===== src/rtl/qcw_ramp_ctrl.sv =====
// QCW burst sequencer: trigger -> start pulse -> phase ramp -> hold -> holdoff, with latched fault.
// Define QCW_RAMP_WDOG_EN to add a drive-cycle watchdog that faults a stalled burst.
module qcw_ramp_ctrl #(
   parameter int unsigned RAMP_START       = 16,
   parameter int unsigned RAMP_END         = 240,
   parameter int unsigned RAMP_STEP_CYCLES = 4,
   parameter int unsigned HOLDOFF_CLKS     = 100000
`ifdef QCW_RAMP_WDOG_EN
   ,
   parameter int unsigned WDOG_CLKS        = 4096
`endif
) (
   input  logic        clk,
   input  logic        rst_n,
   input  logic        trigger,
   input  logic [15:0] cycle_limit_cfg,
   input  logic        fault_in,
   input  logic        fault_clear,
   input  logic        pll_cycle_finished,
   output logic        pll_start,
   output logic        pll_halt,
   output logic [7:0]  pll_phase_shift,
   output logic [15:0] pll_cycle_limit,
   output logic        busy,
   output logic        burst_done,
   output logic        fault
);

   localparam logic [7:0]  PH_START = 8'(RAMP_START);
   localparam logic [7:0]  PH_END   = 8'(RAMP_END);
   localparam logic [15:0] STEP_N   = 16'(RAMP_STEP_CYCLES);
   localparam logic [31:0] HOLD_N   = 32'(HOLDOFF_CLKS);

   typedef enum logic [2:0] {
      S_IDLE, S_ARM, S_RAMP, S_HOLD, S_COOLDOWN, S_FAULT
   } state_t;

   state_t      state_q, state_d;
   logic        trig_q, trig_d, trig_prev_q, trig_prev_d;
   logic [15:0] cyc_q, cyc_d, step_q, step_d, limit_q, limit_d;
   logic [7:0]  phase_q, phase_d;
   logic [31:0] hold_q, hold_d;
   logic        start_q, start_d, halt_q, halt_d, busy_q, busy_d;
   logic        done_q, done_d, fault_q, fault_d;
   logic        trig_edge, fault_now;
`ifdef QCW_RAMP_WDOG_EN
   localparam logic [15:0] WDOG_N = 16'(WDOG_CLKS);
   logic [15:0] wdog_q, wdog_d;
   logic        wdog_trip;
`endif

   always_comb begin
      state_d     = state_q;
      cyc_d       = cyc_q;
      step_d      = step_q;
      limit_d     = limit_q;
      phase_d     = phase_q;
      hold_d      = hold_q;
      done_d      = 1'b0;
      trig_d      = trigger;
      trig_prev_d = trig_q;
      trig_edge   = trig_q & ~trig_prev_q;
      fault_now   = fault_in;
`ifdef QCW_RAMP_WDOG_EN
      wdog_d      = wdog_q;
      wdog_trip   = 1'b0;
`endif

      case (state_q)
         S_IDLE: begin
            if (trig_edge && (cycle_limit_cfg != 16'd0)) begin
               state_d = S_ARM;
               limit_d = cycle_limit_cfg;
               phase_d = PH_START;
               cyc_d   = 16'd0;
               step_d  = 16'd0;
`ifdef QCW_RAMP_WDOG_EN
               wdog_d  = 16'd0;
`endif
            end
         end
         S_ARM: begin
            state_d = S_RAMP;
`ifdef QCW_RAMP_WDOG_EN
            wdog_d  = 16'd0;
`endif
         end
         S_RAMP, S_HOLD: begin
`ifdef QCW_RAMP_WDOG_EN
            if (pll_cycle_finished) begin
               wdog_d = 16'd0;
            end else begin
               wdog_d    = wdog_q + 16'd1;
               wdog_trip = (wdog_d == WDOG_N);
            end
`endif
            if (pll_cycle_finished) begin
               cyc_d = cyc_q + 16'd1;
               // Burst end wins over the phase step on the same drive cycle.
               if (cyc_d == limit_q) begin
                  done_d  = 1'b1;
                  hold_d  = HOLD_N;
                  phase_d = 8'd0;
                  state_d = S_COOLDOWN;
               end else if (state_q == S_RAMP) begin
                  step_d = step_q + 16'd1;
                  if (step_d == STEP_N) begin
                     step_d = 16'd0;
                     if (phase_q < PH_END) phase_d = phase_q + 8'd1;
                  end
               end
            end
            if ((state_q == S_RAMP) && (state_d == S_RAMP) && (phase_d >= PH_END))
               state_d = S_HOLD;
         end
         S_COOLDOWN: begin
            if (hold_q <= 32'd1) state_d = S_IDLE;
            else                 hold_d  = hold_q - 32'd1;
         end
         S_FAULT: begin
            if (fault_clear && !fault_in) begin
               state_d = S_COOLDOWN;
               hold_d  = HOLD_N;
            end
         end
         default: state_d = S_IDLE;
      endcase

`ifdef QCW_RAMP_WDOG_EN
      fault_now = fault_in | wdog_trip;
`endif
      if ((state_q != S_FAULT) && fault_now) begin
         state_d = S_FAULT;
         phase_d = 8'd0;
         done_d  = 1'b0;
      end

      start_d = (state_d == S_ARM);
      halt_d  = (state_d == S_FAULT);
      fault_d = (state_d == S_FAULT);
      busy_d  = (state_d != S_IDLE) && (state_d != S_FAULT);
   end

   always_ff @(posedge clk or negedge rst_n) begin
      if (!rst_n) begin
         state_q     <= S_IDLE;
         trig_q      <= 1'b0;
         trig_prev_q <= 1'b0;
         cyc_q       <= 16'd0;
         step_q      <= 16'd0;
         limit_q     <= 16'd0;
         phase_q     <= 8'd0;
         hold_q      <= 32'd0;
         start_q     <= 1'b0;
         halt_q      <= 1'b0;
         busy_q      <= 1'b0;
         done_q      <= 1'b0;
         fault_q     <= 1'b0;
`ifdef QCW_RAMP_WDOG_EN
         wdog_q      <= 16'd0;
`endif
      end else begin
         state_q     <= state_d;
         trig_q      <= trig_d;
         trig_prev_q <= trig_prev_d;
         cyc_q       <= cyc_d;
         step_q      <= step_d;
         limit_q     <= limit_d;
         phase_q     <= phase_d;
         hold_q      <= hold_d;
         start_q     <= start_d;
         halt_q      <= halt_d;
         busy_q      <= busy_d;
         done_q      <= done_d;
         fault_q     <= fault_d;
`ifdef QCW_RAMP_WDOG_EN
         wdog_q      <= wdog_d;
`endif
      end
   end

   assign pll_start       = start_q;
   assign pll_halt        = halt_q;
   assign pll_phase_shift = phase_q;
   assign pll_cycle_limit = limit_q;
   assign busy            = busy_q;
   assign burst_done      = done_q;
   assign fault           = fault_q;

endmodule


===== config.mk =====
export PLATFORM = sky130hd
export DESIGN_NAME = qcw_ramp_ctrl
export DESIGN_NICKNAME = d
export VERILOG_FILES = /design/src/rtl/qcw_ramp_ctrl.sv
export SDC_FILE = /design/constraint.sdc
export NUM_CORES = 1
export LEC_CHECK = 0
export CAP_MARGIN = 20
export CORE_MARGIN = 2
export CORE_UTILIZATION = 35
export DETAILED_ROUTE_END_ITERATION = 6
export GPL_TIMING_DRIVEN = 0
export PLACE_DENSITY_LB_ADDON = 0.1
export SLEW_MARGIN = 20
export SYNTH_ARGS = -nofsm -noshare
export SYNTH_HDL_FRONTEND = slang
export SYNTH_SLANG_ARGS = --single-unit
export TNS_END_PERCENT = 5

===== constraint.sdc =====
create_clock -name clk -period 3.5 [get_ports clk]
set_input_delay 1.05 -clock clk [delete_from_list [all_inputs] [get_ports clk]]
set_output_delay 1.05 -clock clk [all_outputs]
set_load 0.03 [all_outputs]

After elaboration in Yosys (flattened, before gate mapping)

Index checks and enable logic that the tools add are counted.

Bitwise gates (word level): 2
Add/subtract/negate cells: 4
Muxes and demuxes: 35
$lt $le $gt $ge: 3
Equality and inequality tests: 20
Reduce and logical (&&, ||, !) cells: 19

Operator list:

| operator                | count |
|---|---|
| $mux W32                | 4 |
| $mux W16                | 6 |
| $pmux W32 S3            | 1 |
| $mux W8                 | 8 |
| $pmux W16 S2            | 2 |
| $add A16 B1 Y16 const B | 2 |
| $le A32 B1 Y1 const B   | 1 |
| $sub A32 B1 Y32 const B | 1 |
| $mux W3                 | 8 |
| $eq A16 B16 Y1          | 1 |
| $eq A16 B3 Y1 const B   | 1 |
| $pmux W8 S2             | 1 |
| $reduce_bool A16 Y1     | 1 |
| $pmux W3 S5             | 1 |
| $ne A2 B2 Y1 const B    | 7 |
| $reduce_and A5 Y1       | 2 |
| $eq A3 B2 Y1 const B    | 3 |
| $eq A3 B3 Y1 const B    | 3 |
| $ne A3 B3 Y1 const B    | 3 |
| $reduce_bool A3 Y1      | 3 |
| $add A8 B1 Y8 const B   | 1 |
| $ge A8 B8 Y1 const B    | 1 |
| $lt A8 B8 Y1 const B    | 1 |
| $eq A3 B1 Y1 const B    | 2 |
| 10 further kinds        | 19 |

Flip-flop bits (word level): 97
Bits of input ports: 22
Output and inout bits: 29
Word-level logic and storage cells: 95

Logic depth before layout (Yosys ltp)

Gate-level depths: netlist of run 1.

Depth after elaboration: 14
Depth in mapped cells: 13
Depth with buffers taken out: 10

Least setup slack after synthesis of run 1

OpenSTA, ideal clock, no wires.

Path type: reg-to-reg
Start: reg cyc_q[8]
End: reg hold_q[28]
Cell stages (with the launch flop): 14
Arrival: 3.645 ns
Library setup time: 0.074 ns
Slack: -0.220 ns
Required time: 3.426 ns
Path buffers: 4
Clock period less this slack: 3.720 ns
Path through: dfrtp_1 buf_4 nand4_4 or4_4 buf_6 or4_4 a221oi_2 and4_1 buf_6 a21oi_4 or4_1 buf_2 or4_4 a21oi_2

Word-level cells in the longest chain between the ends: 4

RTL lines:

| what                               | line | text |
|---|---|---|
| start, declared                    | 40   | `logic [15:0] cyc_q, cyc_d, step_q, step_d, limit_q, limit_d;` |
| start signal, assigned             | 166  | `cyc_q <= cyc_d;` |
| $add A16 B1 Y16                    | 98   | `cyc_d = cyc_q + 16'd1;` |
| $eq A16 B16 Y1                     | 100  | `if (cyc_d == limit_q) begin` |
| $ne A2 B2 Y1 (no source line)      | --   |  |
| $reduce_and A5 Y1 (no source line) | --   |  |
| end signal, assigned               | 170  | `hold_q <= hold_d;` |
| end, declared                      | 42   | `logic [31:0] hold_q, hold_d;` |

Every way passes these cells.
A chain may end at the register's enable or synchronous reset.

Worst setup path after layout of run 1

Start: reg cyc_q[7]
End: reg hold_q[28]

The elaborated chain is that of the path after synthesis.

==> impl_metrics.env, run 1 <==
export IMPL_synth_fp_nets=678
export IMPL_place_hpwl_um=11290
export IMPL_seq_area_frac_synth_pct=41.53
export IMPL_required_ns=3.78
export IMPL_synth_avg_cell_area_um2=9.005
export IMPL_clock_latency_ns=0.35
export IMPL_viasPerCell=5.719
export IMPL_clk_path_buf_depth=2
export IMPL_hold_violations=0
export IMPL_die_height_um=133.2
export IMPL_core_area_um2=16470
export IMPL_synth_seq_cells=97
export IMPL_crit_type="reg -> reg"
export IMPL_cts_sinks=97
export IMPL_fin_nets=748
export IMPL_gr_total_overflow=0
export IMPL_fin_area_um2=7302
export IMPL_synth_most_common_cell="dfrtp_1"
export IMPL_grt_pass1_vias=5165
export IMPL_synth_area_leader_cell="dfrtp_1"
export IMPL_ys_flop_type="dfrtp_1"
export IMPL_die_w_um=133.2
export IMPL_ant_nets=0
export IMPL_netlist_top_cells_count="dfrtp_1 (97), o21ai_0 (53), nand2_1 (47)"
export IMPL_tightest_slew_ns=0.6277
export IMPL_track_usage_pct=18.49
export IMPL_dp_cells=920
export IMPL_antenna_found_initial=0
export IMPL_first_pass_iters=5
export IMPL_root_buffer="clkbuf_16"
export IMPL_vias=5399
export IMPL_ys_top_cells_by_area="dfrtp_1 (42%), o21ai_0 (4.5%), xnor2_1 (4.5%)"
export IMPL_ys_async_sr_fraction_pct=100.0
export IMPL_power_leakage_nw=2.794
export IMPL_num_io_pins=51
export IMPL_cts_buffers=9
export IMPL_utilization_pct=44.35
export IMPL_cp_arrival_ns=3.96
export IMPL_ys_types=62
export IMPL_setup_viol_count_final=10
export IMPL_fp_row_count=47
export IMPL_worstHoldPathType="reg -> reg"
export IMPL_grt_max_degree=72
export IMPL_worst_slack_ns=-0.1816
export IMPL_synth_edff_count=0
export IMPL_io_buffers=50
export IMPL_drv_slew=0
export IMPL_path_clk_slew_ns=0.07
export IMPL_cts_hold_buf=0
export IMPL_max_cap_viol_count=0
export IMPL_die_area_um2=17750
export IMPL_fillCellCount=1598
export IMPL_dpl_cell_area_um2=6673
export IMPL_start_kind="register"
export IMPL_drc=0
export IMPL_grt_pass1_wl_um=26390
export IMPL_rsz0062_at_grt="yes"
export IMPL_vdd_ir_drop_max_mv=0.3973
export IMPL_wirelength_um=16180
export IMPL_syn_inst=649
export IMPL_cts_tree="done"
export IMPL_fin_tns_setup_ns=-0.8388
export IMPL_syn_area_um2=5844
export IMPL_slew_headroom_pct=57.77
export IMPL_hold_slack_ns=0.3801
export IMPL_status="finished, violations left"
export IMPL_initial_core_util_pct=35.49
export IMPL_final_cells=944
export IMPL_syn2layout_area_growth_pct=24.94
export IMPL_place_congestion=0.8713
export IMPL_finalCritPeriodShare_pct=105.2
export IMPL_drive_gt1_share_pct=14.78
export IMPL_routedWlPerCell_um=17.14
export IMPL_power_density_nw_per_um2=671.6
export IMPL_end_kind="register"
export IMPL_synth_top_area_share_pct=41.53
export IMPL_skew_ns=0.005721
export IMPL_seqCellArea_um2=2431
export IMPL_crit_path_max_fanout=7
export IMPL_period_needed_ns=3.682
export IMPL_yosys_warnings=0
export IMPL_violations="negative setup slack"
export IMPL_multiInputGateArea_um2=3337
export IMPL_max_clock_freq_mhz=271.6
export IMPL_initialDrtViolationCount=452
export IMPL_h_tree_depth=3
export IMPL_insertedDiodeCount=0
-- layout make-up --
| type | count | share of cell area, % |
|---|---|---|
| Buffer | 34 | 2.999 |
| Clock buffer | 11 | 3.324 |
| Clock inverter | 5 | 1.405 |
| Inverter | 16 | 0.8225 |
| Multi-Input combinational cell | 497 | 45.70 |
| Sequential cell | 97 | 33.29 |
| Tap cell | 220 | 3.770 |
| Timing Repair Buffer | 64 | 8.687 |
-- critical path: stages (launching register included) --
cell      delay, ns
dfrtp_1        0.34
buf_6          0.11
nand4_4        0.10
or4_4          0.54
or4_4          0.57
a221oi_4       0.33
and4_1         0.25
buf_6          0.12
a21oi_4        0.08
or4_4          0.59
or4_4          0.44
a21oi_2        0.13
-- cell families after synthesis --
| group | after synthesis | synth area share, % |
|---|---|---|
| simple gates | 269 | 25.33 |
| compound gates | 164 | 18.11 |
| flops | 97 | 41.53 |
| buf+inv | 55 | 4.174 |
| xor+xnor | 36 | 5.395 |
| mux | 21 | 3.961 |
| fa+ha+maj | 7 | 1.499 |
-- sequential cells by signal, indices dropped and copies added, names as in the netlist --
register         cells
burst_done           1
busy                 1
cyc_q               16
fault                1
hold_q              32
pll_cycle_limit     16
pll_phase_shift      8
pll_start            1
state_q              3
step_q              16
trig_prev_d          1
trig_prev_q          1
-- worst paths after layout --
kind / startpoint / end / slack [ns] / depth (start not counted)
max in group asynchronous: rst_n / cyc_q[0] / 2.28 / 2
min in group asynchronous: rst_n / hold_q[29] / 0.56 / 1
setup reg to reg: cyc_q[7] / hold_q[28] / -0.18 / 11
setup / recovery: cyc_q[7] / hold_q[28] / -0.18 / 11
hold / removal: trig_prev_d / trig_prev_q / 0.38 / 0
hold reg to reg: trig_prev_d / trig_prev_q / 0.38 / 0
-- routing by layer --
metal	vias up	global-route usage [%]	wire (um)
met5	-	0	0
met4	0	7.388	344
met3	21	2.511	774
met2	186	29.04	7379
met1	2636	25.91	7682
li1	2556	-	-
-- per-stage QoR --
step	worst slack [ns]	power, mW
finish	-0.1816	4.904
global route	-0.3066	5.207
CTS	-0.2160	4.829
detailed placement	-0.8839	3.558
global placement	-2.472	3.514
floorplan	-0.1113	2.793
-- report_power, final --
| group | switching (mW) | internal, mW | total [mW] |
|---|---|---|---|
| clock | 0.445 | 0.718 | 1.16 |
| sequential | 0.209 | 1.30 | 1.51 |
| combinational | 1.37 | 0.860 | 2.23 |
-- repair_timing --
item	4_1_cts	5_1_grt
setup buffers	9	5
endpoints found under the setup margin	73	80
resized for setup	31	38
pin swaps	12	9
-- cell usage in the layout (no fill, tap or decap), types with 9 or more instances in the layout --
cell type	count
or3_1	21
clkbuf_1	19
buf_6	10
xnor2_1	30
nor2_1	39
nor4_1	15
or4_1	15
clkbuf_16	9
nand2_1	46
nand2b_1	9
clkdlybuf4s50_1	49
mux2_2	17
buf_4	14
nand3_1	25
o21ai_0	50
inv_1	15
dfrtp_1	94
nor3_1	32
o31ai_1	17
nand4_1	13
a21oi_1	31
Note: power is estimated with default switching activity, not from simulation.
==> inputs of run 2 (changes only) <==
--- a/config.mk
+++ b/config.mk
@@ -11,6 +11,7 @@
 export DETAILED_ROUTE_END_ITERATION = 6
 export GPL_TIMING_DRIVEN = 0
 export PLACE_DENSITY_LB_ADDON = 0.1
+export REMOVE_ABC_BUFFERS = 1
 export SLEW_MARGIN = 20
 export SYNTH_ARGS = -nofsm -noshare
 export SYNTH_HDL_FRONTEND = slang
==> impl_metrics.env, run 2 (synthesis gave the netlist of run 1 again) <==
export IMPL_fin_nets=734
export IMPL_grtUsageMet2_pct=30.74
export IMPL_final_cells=928
export IMPL_dpl_cell_area_um2=6513
export IMPL_core_area_um2=16470
export IMPL_grt_pass1_wl_um=26100
export IMPL_max_cap_viol_count=0
export IMPL_cts_sinks=97
export IMPL_slew_headroom_pct=50.62
export IMPL_routedWlPerCell_um=16.80
export IMPL_clock_latency_ns=0.34
export IMPL_cts_buffers=9
export IMPL_max_clock_freq_mhz=285.8
export IMPL_finalCritPeriodShare_pct=99.97
export IMPL_path_buf_inv=0
export IMPL_use_met1_pct=23.31
export IMPL_grt_pass1_vias=5073
export IMPL_vdd_ir_drop_max_mv=0.2999
export IMPL_initial_core_util_pct=35.49
export IMPL_tightest_slew_ns=0.7407
export IMPL_die_height_um=133.2
export IMPL_drive_gt1_share_pct=16.67
export IMPL_die_area_um2=17750
export IMPL_fin_tns_setup_ns=0
export IMPL_ant_nets=0
export IMPL_layout_common_cells="dfrtp_1 (87), o21ai_0 (53), clkdlybuf4s50_1 (48), nand2_1 (44), nor2_1 (39)"
export IMPL_fin_area_um2=7168
export IMPL_hold_violations=0
export IMPL_antenna_found_initial=0
export IMPL_io_buffers=50
export IMPL_setup_viol_count_final=0
export IMPL_worstPathCellList="nand4_4, or4_4, or4_4, a221oi_4, and4_4, a21oi_4, or4_4, or4_4, a21oi_2"
export IMPL_initialDrtViolationCount=313
export IMPL_root_buffer="clkbuf_16"
export IMPL_hold_slack_ns=0.3829
export IMPL_worst_slack_ns=0.001136
export IMPL_clk_path_buf_depth=2
export IMPL_insertedDiodeCount=0
export IMPL_h_tree_depth=3
export IMPL_fp_row_count=47
export IMPL_drv_slew=0
export IMPL_crit_slowest_cell="or4_4"
export IMPL_die_w_um=133.2
export IMPL_crit_type="reg -> reg"
export IMPL_largest_register_ffs=32
export IMPL_num_io_pins=51
export IMPL_worstHoldPathType="reg -> reg"
export IMPL_first_pass_iters=6
export IMPL_period_needed_ns=3.499
export IMPL_cts_tree="done"
export IMPL_status="complete, no violations"
export IMPL_utilization_pct=43.53
export IMPL_drc=0
export IMPL_required_ns=3.78
export IMPL_cp_top_family="simple AND/OR/NAND/NOR gates"
export IMPL_cts_hold_buf=0
export IMPL_track_usage_pct=18.07
export IMPL_met3_usage_pct=3.387
export IMPL_rsz0062_at_grt="yes"
export IMPL_dp_cells=885
export IMPL_skew_ns=0.007109
export IMPL_place_congestion=0.8550
export IMPL_viasPerCell=5.584
export IMPL_vias=5182
export IMPL_power_density_nw_per_um2=645.0
export IMPL_wirelength_um=15590
export IMPL_top_usage_layer="met2"
export IMPL_crit_top_cell="or4_4"
export IMPL_cp_arrival_ns=3.77
export IMPL_syn2layout_area_growth_pct=22.65
export IMPL_crit_path_max_fanout=8
export IMPL_max_stage_delay_ns=0.55
export IMPL_place_hpwl_um=10530
export IMPL_top_register="hold_q"
export IMPL_power_leakage_nw=2.729
export IMPL_gr_total_overflow=0
export IMPL_path_clk_slew_ns=0.07
export IMPL_mostFrequentLayoutCell="dfrtp_1"
export IMPL_pre_cts_ws_ns=-1.357
export IMPL_grt_max_degree=61
export IMPL_end_kind="register"
export IMPL_start_kind="register"
export IMPL_p_total_mw=4.623
-- run 2: metal layers --
layer  up-vias  part of all wire, %
li1       2529                    -
met1      2546                   46
met2        88                   49
met3        19                  2.8
met4         0                  2.0
met5         -                    0
-- run 2: cell type report --
type	count	area, um2
clock inverters	3	18.77
flip-flops and latches	97	2440
clock buffers	11	242.7
multi-input cells	498	3356
fillers	1577	9298
well taps	220	275.3
inverters	16	63.81
repair buffers	83	772.0
-- run 2: worst paths after layout --
kind | start | end | slack (ns) | cells past startpoint
max | cyc_q[5] | hold_q[28] | 0.001 | 9
min | trig_prev_d | trig_prev_q | 0.38 | 0
max reg2reg | cyc_q[5] | hold_q[28] | 0.001 | 9
min reg2reg | trig_prev_d | trig_prev_q | 0.38 | 0
max in group asynchronous | rst_n | cyc_q[9] | 2.23 | 2
min in group asynchronous | rst_n | pll_phase_shift[7] | 0.61 | 1
-- run 2: timing repair --
action                                  in CTS  in global routing
pin swaps                                   13                  5
gates cloned                                 1                  0
buffers inserted                            23                  5
resized for setup                           30                 15
endpoints found under the setup margin      85                 61
-- run 2: where the power goes --
group	switching, mW	internal, mW	leakage (nW)
clock network	0.426	0.493	0.131
registers	0.222	1.30	1.26
logic	1.29	0.885	1.34
total	1.94	2.68	2.73
